<file path="config.mk">
export PLATFORM = sky130hd
export DESIGN_NAME = master_slave_link
export DESIGN_NICKNAME = d
export VERILOG_FILES = /design/src/rtl/master_slave_link.sv
export SDC_FILE = /design/constraint.sdc
export NUM_CORES = 1
export LEC_CHECK = 0
export CAP_MARGIN = 20
export CORE_MARGIN = 8
export CORE_UTILIZATION = 50
export CTS_BUF_LIST = sky130_fd_sc_hd__clkbuf_4 sky130_fd_sc_hd__clkbuf_8 sky130_fd_sc_hd__clkbuf_16
export DETAILED_ROUTE_END_ITERATION = 8
export GPL_TIMING_DRIVEN = 0
export PLACE_DENSITY = 0.74
export SLEW_MARGIN = 20
export SYNTH_ARGS = -nofsm -noshare
export SYNTH_HDL_FRONTEND = slang
export SYNTH_SLANG_ARGS = --single-unit
export TNS_END_PERCENT = 10
</file>
<file path="constraint.sdc">
create_clock -name clk -period 2.1 [get_ports clk]
set_input_delay 0.315 -clock clk [delete_from_list [all_inputs] [get_ports clk]]
set_output_delay 0.315 -clock clk [all_outputs]
set_load 0.1 [all_outputs]
</file>
<file path="src/rtl/master_slave_link.sv">
// master_slave_link: input FIFO feeding a master that moves each word over a
// 4-phase req/ack link to a slave, which holds it in an output register until
// the consumer takes it. Single clock domain.
//
// Handshake semantics (both stream ports): a word moves on a rising edge where
// valid && ready are both high. A producer keeps valid and its data stable
// until that edge. ready never depends combinationally on valid.
module master_slave_link #(
  parameter int DATA_W     = 8,
  parameter int FIFO_DEPTH = 4
) (
  input  logic              clk,
  input  logic              rst_n,
  input  logic              in_valid,
  output logic              in_ready,
  input  logic [DATA_W-1:0] data_in,
  output logic              out_valid,
  input  logic              out_ready,
  output logic [DATA_W-1:0] data_out
);

  localparam int AW = $clog2(FIFO_DEPTH);
  localparam int CW = $clog2(FIFO_DEPTH) + 1;

  typedef enum logic [1:0] {IDLE = 2'd0, SEND = 2'd1, RELEASE = 2'd2} m_state_t;
  typedef enum logic       {S_IDLE = 1'b0, S_ACK = 1'b1} s_state_t;

  // FIFO storage and bookkeeping
  logic [DATA_W-1:0] mem [FIFO_DEPTH];
  logic [AW-1:0]     wr_ptr, rd_ptr;
  logic [CW-1:0]     count;
  logic              push, pop, fifo_empty, fifo_full;

  // Internal link, visible to probes
  logic              link_req, link_ack;
  logic [DATA_W-1:0] link_data;

  // FSM state, visible to probes
  m_state_t m_state, m_next;
  s_state_t s_state, s_next;
  logic     req_d, ack_d, load;

  assign fifo_empty = (count == '0);
  assign fifo_full  = (count == CW'(FIFO_DEPTH));
  assign in_ready   = !fifo_full;
  assign push       = in_valid && in_ready;

  // FIFO storage: data only, no reset needed since count gates reads
  always_ff @(posedge clk) begin
    if (push) mem[wr_ptr] <= data_in;
  end

  // FIFO pointers and occupancy; pointers wrap naturally at power-of-two depth
  always_ff @(posedge clk or negedge rst_n) begin
    if (!rst_n) begin
      wr_ptr <= '0;
      rd_ptr <= '0;
      count  <= '0;
    end else begin
      if (push) wr_ptr <= wr_ptr + 1'b1;
      if (pop)  rd_ptr <= rd_ptr + 1'b1;
      case ({push, pop})
        2'b10:   count <= count + 1'b1;
        2'b01:   count <= count - 1'b1;
        default: count <= count;
      endcase
    end
  end

  // Master next-state: pop a word onto the link, wait for ack, wait for release
  always_comb begin
    m_next = m_state;
    pop    = 1'b0;
    req_d  = link_req;
    case (m_state)
      IDLE: begin
        if (!fifo_empty) begin
          pop    = 1'b1;
          req_d  = 1'b1;
          m_next = SEND;
        end
      end
      SEND: begin
        if (link_ack) begin
          req_d  = 1'b0;
          m_next = RELEASE;
        end
      end
      RELEASE: begin
        if (!link_ack) begin
          if (!fifo_empty) begin
            pop    = 1'b1;
            req_d  = 1'b1;
            m_next = SEND;
          end else begin
            m_next = IDLE;
          end
        end
      end
      default: m_next = IDLE;
    endcase
  end

  // Master registers: state, req, and link_data captured only on pop so it
  // stays stable for the whole time req is high
  always_ff @(posedge clk or negedge rst_n) begin
    if (!rst_n) begin
      m_state   <= IDLE;
      link_req  <= 1'b0;
      link_data <= '0;
    end else begin
      m_state  <= m_next;
      link_req <= req_d;
      if (pop) link_data <= mem[rd_ptr];
    end
  end

  // Slave next-state: accept a word only when the output register is free
  always_comb begin
    s_next = s_state;
    ack_d  = link_ack;
    load   = 1'b0;
    case (s_state)
      S_IDLE: begin
        if (link_req && (!out_valid || out_ready)) begin
          load   = 1'b1;
          ack_d  = 1'b1;
          s_next = S_ACK;
        end
      end
      S_ACK: begin
        if (!link_req) begin
          ack_d  = 1'b0;
          s_next = S_IDLE;
        end
      end
      default: s_next = S_IDLE;
    endcase
  end

  // Slave registers: state, ack, output word; a load wins over a consume
  always_ff @(posedge clk or negedge rst_n) begin
    if (!rst_n) begin
      s_state   <= S_IDLE;
      link_ack  <= 1'b0;
      out_valid <= 1'b0;
      data_out  <= '0;
    end else begin
      s_state  <= s_next;
      link_ack <= ack_d;
      if (load) begin
        data_out  <= link_data;
        out_valid <= 1'b1;
      end else if (out_valid && out_ready) begin
        out_valid <= 1'b0;
      end
    end
  end

endmodule

</file>
==> results of run 1 <==
## cell families after synthesis
| logic type | synth area share |
|---|---|
| XOR/XNOR | 0.02182 |
| adder cells (fa/ha/maj) | 0.03429 |
| buffers and inverters | 0.02181 |
| AND/OR/NAND/NOR | 0.04156 |
| multiplexers | 0.1600 |
| AO/OA/AOI/OAI | 0.02026 |
| flip-flops | 0.7003 |
## registers in the layout (all words and copies together) (netlist names)
signal / count
out_valid: 1
rd_ptr: 2
data_out: 8
wr_ptr: 2
link_data: 8
s_state: 1
link_ack: 1
count: 3
link_req: 1
mem: 32
m_state: 2
## cells in the final DEF (no fill, tap or decap), drive strengths merged, types with 2 or more instances in the layout
cell / count
a21oi: 2
and3: 4
buf: 11
clkbuf: 13
clkdlybuf4s50: 10
clkinv: 4
dfrtp: 29
dlygate4sd2: 9
edfxtp: 32
ha: 5
inv: 9
mux2: 17
mux4: 8
nand2b: 3
nor2: 4
o21ai: 3
xnor2: 4
xor2: 2
## final cells by class
cell class                 count  area (sq um)
fill                         348          1783
sequential                    61          1688
multi-input combinational     61         693.2
timing repair buffer          28         241.5
clock buffer                  12         146.4
tap                           54         67.56
inverter                       9         36.28
buffer                         3         18.77
clock inverter                 4         17.52
## how the worst min path moves through the flow
| stage | start | end | slack [ns] | depth (start not counted) |
|---|---|---|---|---|
| 6_report | rst_n | data_out[7] | 0.02 | 1 |
| 4_1_cts | rst_n | wr_ptr[0] | 0.02 | 1 |
| 3_3_place_gp | link_data[6] | link_data[6] | 0.48 | 1 |
| 5_1_grt | rst_n | link_data[6] | 0.06 | 1 |
| 3_5_place_dp | rst_n | data_out[6] | 0.37 | 1 |
| 2_1_floorplan | rst_n | count[0] | 0.02 | 0 |
## worst reg2reg max path: stages (launching register included)
cell     delay [ns]
dfrtp_2        0.43
or3b_4         0.43
and2_4         0.17
inv_4          0.05
ha_4           0.13
inv_2          0.03
fa_2           0.32
xor2_1         0.14
nor2_1         0.12
xor2_1         0.15
## metrics by stage
stage | instances | area (sq um) | setup WS (ns) | utilization | TNS [ns]
after detailed placement | 209 | 2696 | -0.05853 | 0.5747 | -0.1018
after CTS | 225 | 2859 | 0.007795 | 0.6093 | 0
after global placement | 209 | 2701 | -0.05000 | 0.5757 | -0.05000
after global routing | 232 | 2909 | -0.02642 | 0.6200 | -0.02642
after floorplan | 134 | 2424 | -0.1085 | - | -0.1085
final | 232 | 2909 | 0.05033 | 0.6200 | 0
## what timing repair did
action                                  4_1_cts  5_1_grt
resized for setup                            14        5
endpoints found under the setup margin       11        1
pin swaps                                     2        5
gates cloned                                  0        0
buffers inserted                              0        7
## layer usage
metal | share of wire | up-vias
met1 | 0.44 | 622
li1 | - | 568
met2 | 0.50 | 33
met5 | 0 | -
met4 | 0.012 | 0
met3 | 0.053 | 4
==> results.md, run 1 <==
* Sequential-to-total area share from yosys stat at 0.7003
* Initial Util at 0.5133
* Synth Flop Type: edfxtp_1
* Core Area at 4692 sq um
* First drt pass iteration count at 4
* Fin nets at 191
* Gr usage total at 0.1180
* Most frequent cell after synthesis: edfxtp_1
* Die Y at 85.41 um
* Buffers on Ports at 21
* Crit Reg-Reg Startpoint: count[0]
* Commonest cells in the netlist: 32 x edfxtp_1, 29 x dfrtp_1, 16 x mux2_2
* Synth Register Bits at 61
* Critical Path Stages at 9
* Syn_nets at 152
* CP cell instances: or3b_4, and2_4, inv_4, ha_4, inv_2, fa_2, xor2_1, nor2_1, xor2_1
* R2r worst-path depth at 9
* Synth area leader: edfxtp_1
* Grt total ovfl at 0
* Yosys Warn Count at 0
* Final hold violation count at 0
* Diode count at 0
* RSZ-0062 raised after global routing: true
* Synth Cell Area at 2409 sq um
* Clock sink count at 61
* Most used cell, CP: xor2_1
* Final Wtd Congestion at 0.6734
* # IOs at 22
* Clk Latency, worst-skew pair at 0.32 ns
* First-pass GRT wire length at 6.451 mm
* Hold-fix buffers, CTS at 0
* R2R Setup Slk at 0.05 ns
* Cell family contributing the most delay on the critical path: simple AND/OR/NAND/NOR gates
* Mean Syn Cell Area at 17.97 sq um
* M2 GR Usage at 0.1911
* Ys async rst share at 0.4754
* CTS root buf: clkbuf_8
* Fin Clk Skew at 0.007224 ns
* Worst setup EP type: flip-flop
* Crit path capture: count[2]
* GR Util met1 at 0.1347
* Top-area cell type share of the netlist area at 0.3990
* Hold WS at 0.01736 ns
* Global route hottest layer: met2
* Fin crit period at 2.050 ns
* Critical path peak fanout at 6
* Initial antenna violation count at 0
* Max-slew violations at 0
* Post-Syn Instances at 134
* Vias in the first global route at 1,306
* Worst setup SP type: flip-flop
* Area Overhead vs Synth at 20.78%
* DR WL/cell at 17.08 um
* Total CTS buffers at 9
* CP arrival at 2.30 ns
* Worst reg2reg endpoint: count[2]
* Routed Antenna Nets at 0
* Worst-Margin Slew at 0.9632 ns
* Via count at 1,227
* # H-tree levels at 3
* Global routing usage on met3 at 0.04054
* Setup CP Type: flip-flop to flip-flop
* Synth unique cells at 25
* CTS tree: built
* Largest net degree at the start of global routing at 30
* Total die area at 7294 sq um
* DR iter-0 viols at 70
* Row cnt at 25
* Worst setup startpoint: count[0]
* Max transition margin at 0.3604
* Critical path's largest stage delay at 0.43 ns
* DRC violations left at 0
* Vias per cell at 5.289
* Crit-path slowest cell: dfrtp_2
* Layout cell share with drive strength beyond 1 at 0.3652
* HPWL after detailed placement at 2.687 mm
* Clock-pin slew on the worst setup and hold paths at 0.06 ns
* Setup-failing EPs final at 0
* WP buf/inv at 2
* Hold WC Path Type: input pin to async pin
* Outcome: finished clean
* EDFF count, synth at 32
* Die Width at 85.41 um
* Top post-synthesis cells by area: edfxtp_1 40%, dfrtp_1 30%, mux2_2 7.5%, mux4_2 7.5%, ha_1 2.6%
* Detailed-route wire length at 3.962 mm
* Final Cycle Share at 0.9760
* Maximum root-to-sink buffer count at 2
* Maxcap violations at 0
* Worst Path Required at 2.35 ns
* Fmax at 0.4879 GHz
Power of run 1 is not shown: default switching activity piles up to over one toggle a cycle in this logic, so the estimate is an artifact.
==> inputs of run 2 (changes only) <==
Settings changed: PLACE_DENSITY 0.74 to 0.82, SKIP_LAST_GASP set to 1.
==> run 2 against run 1 <==
  * Count of clock-buffer cells in the layout is 1 higher
  * Die area stayed put
  * Final cell count is 1.3% lower
  * Via count is 0.41% higher
  * Flip-flop and latch count stayed put
  * Critical path type is now flip-flop to output port
  * The run now ends with negative setup slack left
==> results.md, run 2 (synthesized netlist as in run 1, its figures left out) <==
* Outcome: finished with violations
* Failing checks: negative setup slack
* Crit-path slowest cell: clkdlybuf4s50_1
* Die Width at 85.41 um
* Clock-pin slew on the worst setup and hold paths at 0.07 ns
* Largest register FFs at 32
* Setup-failing EPs final at 9
* Hold WC Path Type: flip-flop to flip-flop
* CTS tree: built
* Total CTS buffers at 9
* Routed met3 length at 128 um
* Final Wtd Congestion at 0.6772
* Max transition margin at 0.3428
* Layout cell share with drive strength beyond 1 at 0.3657
* Buffers on Ports at 21
* Routed Antenna Nets at 0
* Area Overhead vs Synth at 21.77%
* Fmax at 0.4707 GHz
* Vias in the first global route at 1,371
* WP buf/inv at 1
* Initial Util at 0.5133
* Detailed-route wire length at 4.102 mm
* Largest net degree at the start of global routing at 30
* CP arrival at 1.81 ns
* Row cnt at 25
* DR iter-0 viols at 56
* DRC violations left at 0
* Cell family contributing the most delay on the critical path: buffers and inverters
* Setup CP Type: flip-flop to output port
* Vias per cell at 5.380
* Largest regs: mem (32), data_out (8), link_data (8)
* Critical path's largest stage delay at 1.13 ns
* Maximum root-to-sink buffer count at 2
* Final hold violation count at 0
* Max-slew violations at 0
* Maxcap violations at 0
* First-pass GRT wire length at 6.499 mm
* Gr usage total at 0.1203
* Commonest cells after routing, fill and taps aside: 32 x edfxtp_1, 26 x dfrtp_1, 18 x clkdlybuf4s50_1
* Grt total ovfl at 0
* Post-Route M1 WL at 1.600 mm
* Largest Register: mem
* Total die area at 7294 sq um
* First drt pass iteration count at 4
* Metal2 WL at 2.242 mm
* DR top layer: met4
* Initial antenna violation count at 0
* CTS root buf: clkbuf_8
* Critical path peak fanout at 2
* # H-tree levels at 3
* Fin nets at 188
* Core Area at 4692 sq um
* Clock sink count at 61
* # IOs at 22
* Diode count at 0
* Hold WS at 0.5076 ns
* Fin crit period at 2.125 ns
* Fin Clk Skew at 0.008112 ns
* Via count at 1,232
* Final Cycle Share at 1.012
* Clk Latency, worst-skew pair at 0.33 ns
* Worst setup SP type: flip-flop
* RSZ-0062 raised after global routing: true
* Leading cell type in the layout, fill and taps excluded: edfxtp_1
* DR WL/cell at 17.91 um
* Final WS setup at -0.02456 ns
* Worst setup EP type: output port
* Worst Path Required at 1.78 ns
* HPWL after detailed placement at 2.757 mm
* Worst-Margin Slew at 0.9827 ns
* CP cell instances: clkdlybuf4s50_1
* Die Y at 85.41 um
## run 2: changes by cell type in the layout (fill, tap and decap cells not counted), sizes merged
cell | before | now
clkbuf | 13 | 14
dlymetal6s2s | 0 | 1
clkdlybuf4s50 | 10 | 18
clkinv | 4 | 3
dlygate4sd2 | 9 | 0
buf | 11 | 6
dlygate4sd3 | 0 | 1
clkdlybuf4s15 | 0 | 1
## run 2: metal layers
layer,vias up,track usage
met2,22,0.2052
met5,-,0
met3,11,0.03378
met4,0,0.09554
met1,637,0.1209
li1,562,-
## run 2: worst paths after layout
path / cells past startpoint / start / slack, ns / end
setup reg to reg: 9 / count[1] / 0 / count[2]
min in group asynchronous: 2 / rst_n / 0.54 / link_data[7]
setup / recovery: 1 / data_out[5] / -0.02 / data_out[5]
max in group asynchronous: 2 / rst_n / 1.10 / count[2]
hold reg to reg: 1 / link_data[1] / 0.51 / link_data[1]
hold / removal: 1 / link_data[1] / 0.51 / link_data[1]
## run 2: layout make-up
class / count / area (sq um)
Sequential cell: 61 / 1690
Inverter: 9 / 36.28
Timing Repair Buffer: 25 / 241.5
Clock buffer: 13 / 153.9
Tap cell: 54 / 67.56
Multi-Input combinational cell: 61 / 709.4
Fill cell: 351 / 1759
Buffer: 3 / 18.77
Clock inverter: 3 / 15.01
## run 2: per-stage QoR
stage	TNS [ns]	area, sq um	setup slack [ns]	instances	util
6_report	-0.1646	2933	-0.02456	229	0.6251
5_1_grt	-0.5946	2933	-0.08904	229	0.6251
4_1_cts	-0.6404	2877	-0.08354	226	0.6131
3_5_place_dp	-0.1977	2696	-0.07402	209	0.5747
3_3_place_gp	-0.05020	2701	-0.05020	209	0.5757
2_1_floorplan	-0.1085	2424	-0.1085	134	-
## run 2: repair_timing
| action | in CTS | in global routing |
|---|---|---|
| setup buffers | 0 | 3 |
| gates resized for setup | 3 | 9 |
| pin swaps | 0 | 3 |
| endpoints found under the setup margin | 12 | 11 |
| endpoints found under the hold margin | 7 | 0 |
| hold buffers | 1 | 0 |
Power of run 2 is left out for the same reason.
==> inputs of run 3 (changes only) <==
Settings changed: PLACE_DENSITY 0.82 to 0.71.
Clock period 2.1 ns to 2.45 ns, I/O delays scaled along.
==> run 3 against run 2 <==
  * First-iteration DRC count shrank 41%
  * The flow now finishes without violations
  * Setup slack better by 0.24 ns
  * Final cell count is 1.7% lower
  * Critical path depth increased by 1
  * Routed wire length shrank 4.8%
  * Count of clock-buffer cells in the layout increased by 1
  * Clock skew hardly changed
  * Highest routed layer unchanged
  * Via count shrank 2.5%
  * Sequential share of layout area up 1.4 points
  * Largest cell class unchanged
  * Global-route usage is essentially flat
  * Die area unchanged
==> results.md, run 3 (synthesized netlist as in run 1, its figures left out) <==
* Worst setup SP type: flip-flop
* Detailed-route wire length at 3.904 mm
* Final WS setup at 0.2129 ns
* Layout cell share with drive strength beyond 1 at 0.2982
* Initial antenna violation count at 0
* First drt pass iteration count at 4
* Worst Path Required at 2.08 ns
* DR iter-0 viols at 33
* Routed Antenna Nets at 0
* Clock sink count at 61
* Vias per cell at 5.338
* Die Width at 85.41 um
* HPWL after detailed placement at 2.691 mm
* Fin nets at 184
* Total CTS buffers at 9
* Final Wtd Congestion at 0.6742
* # IOs at 22
* # H-tree levels at 3
* Initial Util at 0.5133
* Worst setup EP type: output port
* Crit Reg-Reg Startpoint: count[0]
* Final Cycle Share at 0.9131
* Setup_tns at 0 ns
* Setup CP Type: flip-flop to output port
* DR WL/cell at 17.35 um
* Maxcap violations at 0
* Via count at 1,201
* Hold WC Path Type: input pin to async pin
* DRC violations left at 0
* First-pass GRT wire length at 6.479 mm
* Fin crit period at 2.237 ns
* Setup-failing EPs final at 0
* Outcome: finished clean
* R2R Setup Slk at 0.25 ns
* Total die area at 7294 sq um
* CTS tree: built
* Layout Cells excl Fill at 225
* Critical path peak fanout at 6
* Row cnt at 25
* Largest net degree at the start of global routing at 30
* Fin Clk Skew at 0.008105 ns
* Area Overhead vs Synth at 18.65%
* Worst-Margin Slew at 0.9843 ns
* Diode count at 0
* Pre-CTS WS at 0.2582 ns
* Max transition margin at 0.3418
* Largest regs: mem (32), data_out (8), link_data (8)
* Gr usage total at 0.1205
* Vias in the first global route at 1,301
* Die Y at 85.41 um
* CTS root buf: clkbuf_8
* Largest Register: mem
* Post-Place Cells at 209
* Crit-path slowest cell: dlygate4sd2_1
* Clock-pin slew on the worst setup and hold paths at 0.07 ns
* Final hold violation count at 0
* Max-slew violations at 0
* Core Area at 4692 sq um
* Worst reg2reg endpoint: count[2]
* Clk Latency, worst-skew pair at 0.33 ns
* Critical path's largest stage delay at 0.86 ns
* Largest register FFs at 32
* CP arrival at 1.87 ns
* RSZ-0062 raised after global routing: false
* Fmax at 0.4470 GHz
* CP cell instances: or3b_4, dlygate4sd2_1
* Buffers on Ports at 21
* Grt total ovfl at 0
* Hold-fix buffers, CTS at 0
* Commonest cells after routing, fill and taps aside: 32 x edfxtp_1, 29 x dfrtp_1, 19 x clkdlybuf4s50_1
* R2r worst-path depth at 9
* Leading cell type in the layout, fill and taps excluded: edfxtp_1
* Maximum root-to-sink buffer count at 2
run 3: area by class of cell:
class | count | area, sq um
clock buffers | 14 | 167.7
flip-flops and latches | 61 | 1687
repair buffers | 21 | 203.9
clock inverters | 2 | 10.01
plain buffers | 3 | 18.77
well taps | 54 | 67.56
fillers | 357 | 1834
inverters | 9 | 33.78
multi-input cells | 61 | 669.4
run 3: how the worst max path moves through the flow:
stage	slack [ns]	to	cells past startpoint	start
final	0.21	in_ready	2	count[2]
after global routing	0.11	count[2]	9	count[0]
after CTS	0.20	in_ready	2	count[2]
after detailed placement	0.26	in_ready	2	count[0]
after global placement	0.27	in_ready	2	count[0]
after floorplan	0.18	count[2]	9	count[0]
run 3: metrics by stage:
| stage | hold slack (ns) | utilization | instance area, sq um |
|---|---|---|---|
| final | 0.05666 | 0.6091 | 2858 |
| after detailed placement | 0.4243 | 0.5715 | 2681 |
| after CTS | 0.06534 | 0.6091 | 2858 |
| after global placement | 0.4826 | 0.5725 | 2686 |
| after global routing | 0.1056 | 0.6091 | 2858 |
| after floorplan | 0.07191 | - | 2409 |
run 3: what timing repair did:
item | 4_1_cts | 5_1_grt
hold endpoints to repair | 0 | 0
resized for setup | 1 | 0
endpoints found under the setup margin | 1 | 0
buffers inserted | 0 | 0
run 3: worst max-delay path, delay by kind of cell, from the launching register on:
kind / cells / cell delay [ns]
flip-flops: 1 / 0.41
buffers and inverters: 1 / 0.86
AND/OR/NAND/NOR: 1 / 0.27
run 3: layer usage:
| metal | share of wire | track usage |
|---|---|---|
| met1 | 0.43 | 0.1336 |
| met2 | 0.49 | 0.1939 |
| met3 | 0.053 | 0.03958 |
| met4 | 0.023 | 0.07962 |
| met5 | 0 | 0 |
Power of run 3 is left out for the same reason.
